### config.mk
export PLATFORM = sky130hd
export DESIGN_NAME = segment_transition_ctl
export DESIGN_NICKNAME = d
export VERILOG_FILES = /design/src/rtl/segment_transition_ctl_pkg.sv /design/src/rtl/segment_transition_ctl_trigger_detect.sv /design/src/rtl/segment_transition_ctl.sv
export SDC_FILE = /design/constraint.sdc
export NUM_CORES = 1
export LEC_CHECK = 0
export ABC_CLOCK_PERIOD_IN_PS = 2500
export CORE_MARGIN = 2
export CORE_UTILIZATION = 45
export CTS_CLUSTER_SIZE = 14
export DETAILED_ROUTE_END_ITERATION = 8
export PLACE_DENSITY = 0.81
export SYNTH_ARGS = -nofsm -noshare
export SYNTH_HDL_FRONTEND = slang
export SYNTH_SLANG_ARGS = --single-unit
### constraint.sdc
create_clock -name CLK -period 2.5 [get_ports CLK]
set_input_delay 0.5 -clock CLK [delete_from_list [all_inputs] [get_ports CLK]]
set_output_delay 0.5 -clock CLK [all_outputs]
set_load 0.02 [all_outputs]
### src/rtl/segment_transition_ctl_pkg.sv
// -----------------------------------------------------------------------------
// segment_transition_ctl_pkg
//   Shared types and constants for the segment transition controller:
//   transition-mode encoding, controller state encoding and the
//   infinite-repeat value.
// -----------------------------------------------------------------------------
package segment_transition_ctl_pkg;

  // Transition-mode encoding as written by the controller register file.
  typedef enum logic [7:0] {
    MODE_SYNC_IDX = 8'h00,
    MODE_SYS_TIME = 8'h01,
    MODE_GPIO     = 8'h02,
    MODE_EXT      = 8'hF0
  } mode_e;

  typedef enum logic [1:0] {
    ST_RUN,
    ST_WAIT_TRIG,
    ST_PLAY_FINITE,
    ST_EXT
  } state_e;

  // Infinite-repeat value: all-ones in the low `width` bits (width <= 64).
  // The caller casts the result down to its own repeat-count width.
  function automatic logic [63:0] rep_infinite(int width);
    return (width >= 64) ? {64{1'b1}} : ((64'd1 << width) - 64'd1);
  endfunction

endpackage

### src/rtl/segment_transition_ctl_trigger_detect.sv
// -----------------------------------------------------------------------------
// segment_transition_ctl_trigger_detect
//   Decodes the requested transition mode, holds the mode/operand of the
//   pending request, and raises a single-cycle trig while armed and the
//   pending condition is met.
//
//   Optional feature macro: SEGMENT_TRANSITION_GPIO_EN builds GPIO mode
//   (pin edge detector and pin select). Without it GPIO mode decodes as
//   unknown and gpio is ignored.
//
// Ports:
//   CLK, RST   clock, synchronous active-high reset
//   req_mode   mode field of the incoming request (decoded combinationally)
//   req_value  operand of the incoming request
//   load       accept the incoming request as the new pending request
//   sys_time   free-running system time
//   gpio       synchronised trigger pins
//   loop_end   sampler index wrap pulse
//   arm        controller is waiting for a trigger
//   req_ext    incoming request uses EXT mode
//   req_wait   incoming request uses a trigger-waiting mode
//   trig       pending condition met (single cycle, only while armed)
// -----------------------------------------------------------------------------
module segment_transition_ctl_trigger_detect
  import segment_transition_ctl_pkg::*;
#(
  parameter int TIME_W = 64,
  parameter int GPIO_W = 4
) (
  input  logic              CLK,
  input  logic              RST,
  input  logic [7:0]        req_mode,
  input  logic [TIME_W-1:0] req_value,
  input  logic              load,
  input  logic [TIME_W-1:0] sys_time,
  input  logic [GPIO_W-1:0] gpio,
  input  logic              loop_end,
  input  logic              arm,
  output logic              req_ext,
  output logic              req_wait,
  output logic              trig
);

  mode_e             mode_q;
  logic [TIME_W-1:0] value_q;
  logic              cmp_q;
  logic              cond;

  // NOTE: every output of an always_comb gets a default before any branch;
  // a path that leaves one unassigned would infer a latch.
  always_comb begin
    req_ext  = (req_mode == MODE_EXT);
    req_wait = (req_mode == MODE_SYNC_IDX) || (req_mode == MODE_SYS_TIME);
`ifdef SEGMENT_TRANSITION_GPIO_EN
    req_wait = req_wait || (req_mode == MODE_GPIO);
`endif
  end

  // NOTE: state is updated with non-blocking assignments so every register
  // samples pre-edge values regardless of statement order.
  always_ff @(posedge CLK) begin
    if (RST) begin
      mode_q  <= MODE_SYNC_IDX;
      value_q <= '0;
      cmp_q   <= 1'b0;
    end else begin
      if (load) begin
        mode_q  <= mode_e'(req_mode);
        value_q <= req_value;
      end
      // Cleared on load so a result against the previous operand can never
      // fire the new request; the first real compare lands one cycle later.
      cmp_q <= load ? 1'b0 : (sys_time >= value_q);
    end
  end

`ifdef SEGMENT_TRANSITION_GPIO_EN
  logic [GPIO_W-1:0] gpio_q;
  logic [3:0]        rise;
  logic              edge_q;

  // Zero-padded to 4 so the 2-bit pin select never indexes out of range.
  assign rise = 4'(gpio & ~gpio_q);

  always_ff @(posedge CLK) begin
    if (RST) begin
      gpio_q <= '0;
      edge_q <= 1'b0;
    end else begin
      gpio_q <= gpio;
      edge_q <= load ? 1'b0 : rise[value_q[1:0]];
    end
  end
`else
  logic unused_gpio;
  assign unused_gpio = ^gpio;
`endif

  always_comb begin
    cond = 1'b0;
    case (mode_q)
      MODE_SYNC_IDX: cond = loop_end;
      MODE_SYS_TIME: cond = cmp_q;
`ifdef SEGMENT_TRANSITION_GPIO_EN
      MODE_GPIO:     cond = edge_q;
`endif
      default:       cond = 1'b0;
    endcase
    trig = arm && cond;
  end

endmodule

### src/rtl/segment_transition_ctl.sv
// -----------------------------------------------------------------------------
// segment_transition_ctl
//   Read-segment sequencer for one double-buffered sampler. Accepts a
//   segment-switch request, waits for its transition condition, switches the
//   active segment and counts loop repetitions so the sampler can freeze at
//   the end of a finite playback.
//
//   Optional feature macro: SEGMENT_TRANSITION_GPIO_EN (GPIO trigger mode).
//
// Ports:
//   CLK               system clock
//   RST               synchronous active-high reset
//   UPDATE            one-cycle request strobe; samples the REQ_* inputs
//   REQ_SEGMENT       requested read segment
//   REQ_REP           repeat count (all-ones = infinite, switch immediately)
//   TRANSITION_MODE   SYNC_IDX 0x00, SYS_TIME 0x01, GPIO 0x02, EXT 0xF0
//   TRANSITION_VALUE  mode operand (time threshold or GPIO pin index)
//   SYS_TIME          free-running system time
//   GPIO_IN           synchronised trigger pins
//   LOOP_END          sampler index wrap pulse
//   SEGMENT           active read segment
//   STOP              final loop of a finite playback is running
//   SWITCH            one-cycle pulse in the cycle SEGMENT changes
//   PENDING           a request is waiting for its trigger
// -----------------------------------------------------------------------------
module segment_transition_ctl
  import segment_transition_ctl_pkg::*;
#(
  parameter int REP_W  = 16,
  parameter int TIME_W = 64,
  parameter int GPIO_W = 4
) (
  input  logic              CLK,
  input  logic              RST,
  input  logic              UPDATE,
  input  logic              REQ_SEGMENT,
  input  logic [REP_W-1:0]  REQ_REP,
  input  logic [7:0]        TRANSITION_MODE,
  input  logic [TIME_W-1:0] TRANSITION_VALUE,
  input  logic [TIME_W-1:0] SYS_TIME,
  input  logic [GPIO_W-1:0] GPIO_IN,
  input  logic              LOOP_END,
  output logic              SEGMENT,
  output logic              STOP,
  output logic              SWITCH,
  output logic              PENDING
);

  localparam logic [REP_W-1:0] REP_INF = REP_W'(rep_infinite(REP_W));

  state_e           state, state_next;
  logic             seg_q, seg_next;
  logic             stop_q, stop_next;
  logic             switch_q, switch_next;
  logic [REP_W-1:0] cnt_q, cnt_next;
  logic             req_seg_q, req_seg_next;
  logic [REP_W-1:0] req_rep_q, req_rep_next;
  logic             load;
  logic             req_ext;
  logic             req_wait;
  logic             trig;

  segment_transition_ctl_trigger_detect #(
    .TIME_W (TIME_W),
    .GPIO_W (GPIO_W)
  ) u_trigger_detect (
    .CLK       (CLK),
    .RST       (RST),
    .req_mode  (TRANSITION_MODE),
    .req_value (TRANSITION_VALUE),
    .load      (load),
    .sys_time  (SYS_TIME),
    .gpio      (GPIO_IN),
    .loop_end  (LOOP_END),
    .arm       (state == ST_WAIT_TRIG),
    .req_ext   (req_ext),
    .req_wait  (req_wait),
    .trig      (trig)
  );

  always_comb begin
    state_next   = state;
    seg_next     = seg_q;
    stop_next    = stop_q;
    switch_next  = 1'b0;
    cnt_next     = cnt_q;
    req_seg_next = req_seg_q;
    req_rep_next = req_rep_q;
    load         = 1'b0;

    // An accepted request takes priority over anything the current state
    // would do this cycle, including a trigger. A request with an unknown
    // mode and finite repeat is not accepted and falls through untouched.
    if (UPDATE && req_ext) begin
      state_next  = ST_EXT;
      seg_next    = REQ_SEGMENT;
      switch_next = 1'b1;
      stop_next   = 1'b0;
    end else if (UPDATE && (REQ_REP == REP_INF)) begin
      state_next  = ST_RUN;
      seg_next    = REQ_SEGMENT;
      switch_next = 1'b1;
      stop_next   = 1'b0;
    end else if (UPDATE && req_wait) begin
      state_next   = ST_WAIT_TRIG;
      req_seg_next = REQ_SEGMENT;
      req_rep_next = REQ_REP;
      stop_next    = 1'b0;
      load         = 1'b1;
    end else begin
      case (state)
        ST_WAIT_TRIG: begin
          if (trig) begin
            state_next  = ST_PLAY_FINITE;
            seg_next    = req_seg_q;
            switch_next = 1'b1;
            cnt_next    = '0;
            stop_next   = (req_rep_q == '0);
          end
        end
        ST_PLAY_FINITE: begin
          if (LOOP_END) begin
            cnt_next = (cnt_q == REP_INF) ? cnt_q : cnt_q + 1'b1;
            if (cnt_next == req_rep_q) stop_next = 1'b1;
          end
        end
        ST_EXT: begin
          if (LOOP_END) begin
            seg_next    = ~seg_q;
            switch_next = 1'b1;
          end
        end
        default: ;
      endcase
    end
  end

  always_ff @(posedge CLK) begin
    if (RST) begin
      state     <= ST_RUN;
      seg_q     <= 1'b0;
      stop_q    <= 1'b0;
      switch_q  <= 1'b0;
      cnt_q     <= '0;
      req_seg_q <= 1'b0;
      req_rep_q <= '0;
    end else begin
      state     <= state_next;
      seg_q     <= seg_next;
      stop_q    <= stop_next;
      switch_q  <= switch_next;
      cnt_q     <= cnt_next;
      req_seg_q <= req_seg_next;
      req_rep_q <= req_rep_next;
    end
  end

  assign SEGMENT = seg_q;
  assign STOP    = stop_q;
  assign SWITCH  = switch_q;
  assign PENDING = (state == ST_WAIT_TRIG);

endmodule

==> reports/summary.txt <==
status - completed
Cell Rows - 43
latest clock arrival within the worst-skew pair - 360 ps
RR Startpoint - cnt_q[9]
WP data arrival - 2670 ps
Lkg Pwr - 3.335 nW
Die H - 123.1 um
fin crit period - 2396 ps
routability cong. - 0.9034
share of synthesized registers carrying an async set or reset - 0
CTS sink count - 111
Psw - 0.8143 mW
Yosys cell types - 46
most common cell in the netlist - nand2_1
CP Max Fanout - 7
crit path kind - reg2reg
final period utilization - 0.9585
CP max stage cell - or4_4
Routed WL - 17480 um
cts hold-fix bufs - 0
wire length per cell - 14.17 um
critical path capture point type - flip-flop
peak supply drop - 301.2 uV
first-pass GRT wire length - 28230 um
Area growth syn-to-layout - 42.02%
Antenna Cells - 0
Overall Global Routing Usage - 0.2355
CP Launch Type - flip-flop
Yosys reg bits - 111
Final Setup Violations - 0
pwr/cell area - 413.7 nW/um^2
P_int - 2.937 mW
sequential area share after synthesis - 0.3481
most frequent CP cell - nand4_1
crit-path cells - nand4_1 -> buf_6 -> or4_4 -> mux2i_2 -> xor2_1 -> o21ai_1 -> nor4_2 -> nand4_1 -> a221oi_2
Hold Startpoint - u_trigger_detect.value_q[14]
CTS tree - yes
Net Sw Frac - 0.2171
Vias - 6463
vias per cell - 5.242
Core Util, Final - 0.6531
EDFF count, synth - 0
Synth Cell Area - 6384 um^2
RSZ-0062 raised after global routing - yes
fmax - 417.3 MHz
final hold vios - 0
fin nets - 1277
Reg power frac - 0.473
clock share of power - 0.401
CTS HTree Levels - 3
IO buf count - 160
syn_nets - 1079
Worst path max stage delay - 570 ps
Clock Skew - 8.064 ps
DIE WIDTH - 123.1 um
DP Area - 8633 um^2
CTS Buf Count - 9
drt initial violations - 330
Overflow after GRT - 0
Logic pwr share - 0.126
Root Driver - clkbuf_16
vias in the first global route - 6118
MaxCap Viol Count - 0
clock slew at reported path FFs - 70 ps
Yosys top cell by area - dfxtp_1
Final ANT Viol Nets - 0
Worst EP required - 2770 ps
drt pass-1 iters - 5
Core ar. - 13880 um^2
initial antenna violation count - 0
Synthesis Warnings - 0
share of layout cells above drive strength 1 - 0.1035
Hold Crit Class - reg2reg
top area cells in the synthesized netlist - dfxtp_1 (35%), ha_1 (13%), nand2_1 (12%)
Design Area, Final - 9066 um^2
most frequent cells after synthesis - nand2_1 (208), a21oi_1 (125), dfxtp_1 (111)
die area - 15150 um^2
synthesized instance count - 850
relative slew slack - 0.6615
Initial Util - 0.4599
number of remaining DRC errors - 0
fin. max-slew vios - 0
largest net degree at the start of global routing - 64
Worst Tran Pin Value - 507.7 ps
hpwl dp - 13060 um
syn avg cell area - 7.510 um^2
I/O Pins - 165
CP startpoint - cnt_q[9]
Main synth FF type - dfxtp_1
CTS Buffer Depth - 2
Synth top area share - 0.3481
final cells by class:
class                           count  area (um^2)
Multi-Input combinational cell    630         3834
Clock buffer                       13        270.3
Clock inverter                      3        40.04
Fill cell                        1211         4815
Timing Repair Buffer              227         2210
Sequential cell                   111         2228
Inverter                           69        259.0
Tap cell                          180        225.2
cell usage in the layout, fill, tap and decap left out, types with 3 or more instances in the layout:
master,instances
nor3_1,11
o21ai_0,16
o211ai_1,3
nor4_2,4
ha_1,67
buf_12,6
nor2_1,33
clkdlybuf4s50_1,159
clkbuf_16,9
and3_1,4
a31oi_1,3
buf_4,59
nand3_1,16
or4_4,3
xor2_1,10
clkbuf_8,3
nand2_1,207
nand4_1,23
nor4_1,8
and2_1,9
mux2i_1,3
a211oi_1,9
dfxtp_2,5
nor2b_1,5
xnor2_1,12
dfxtp_1,106
a21o_1,22
a21oi_1,125
inv_1,69
or3_1,8
flip-flops by register name, indices dropped and copies added (netlist names):
register                  count
SEGMENT                       1
req_rep_q                    16
state                         2
u_trigger_detect.cmp_q        1
SWITCH                        1
u_trigger_detect.value_q     64
cnt_q                        16
STOP                          1
req_seg_q                     1
u_trigger_detect.mode_q       8
kinds of logic (layout without fill, tap and decap cells):
logic type	after synthesis	after routing	synth area share
AND/OR/NAND/NOR	346	346	0.2466
AO/OA/AOI/OAI	190	190	0.1693
flip-flops	111	111	0.3481
buffers and inverters	109	312	0.06625
adder cells (fa/ha/maj)	68	68	0.1333
XOR/XNOR	22	22	0.03018
multiplexers	4	4	0.006272
metal layers:
metal,vias up,track usage,part of all wire
met3,32,0.05258,0.075
li1,3289,-,-
met2,212,0.4023,0.48
met1,2930,0.2856,0.41
met4,0,0.09801,0.029
met5,-,0,0
worst max-delay path, delay by kind of cell (launching register included):
family,cells,cell delay [ps]
AND/OR/NAND/NOR,4,1060
AO/OA/AOI/OAI,2,380
flip-flops,1,330
multiplexers,1,220
XOR/XNOR,1,190
buffers and inverters,1,150
path summary, 6_finish.rpt:
| kind | endpoint | slack, ps | cells after the start |
|---|---|---|---|
| worst max-delay path | STOP | 100 | 9 |
| worst min-delay path | u_trigger_detect.value_q[14] | 450 | 2 |
| worst max register to register | STOP | 100 | 9 |
| worst min register to register | u_trigger_detect.value_q[14] | 450 | 2 |
stage by stage:
stage               setup TNS [ps]  hold WS (ps)  worst slack (ps)  total power [mW]  instances
finish                           0         453.5             103.7             3.751       1233
global route                -48.10         463.7            -48.10             3.891       1233
CTS                         -21.31         456.1            -21.31             3.776       1232
detailed placement          -39860         438.3            -426.7             2.281       1215
global placement            -34220         435.1            -354.6             2.273       1215
floorplan                        0         420.5             19.87             1.961        850
power by group through the flow:
stage	Sequential, mW	Combinational (mW)	Clock, mW
floorplan	1.81	0.147	0
global placement	1.82	0.458	0
detailed placement	1.82	0.465	0
CTS	1.77	0.473	1.53
global route	1.77	0.518	1.60
finish	1.77	0.473	1.50
repair_timing:
item                       in CTS  in global routing
setup buffers                   0                  1
setup endpoints to repair     100                  2
gates resized for setup         9                 12
pin swaps                       0                  9
gates cloned                    1                  0
Note: power is estimated with default switching activity, not from simulation.
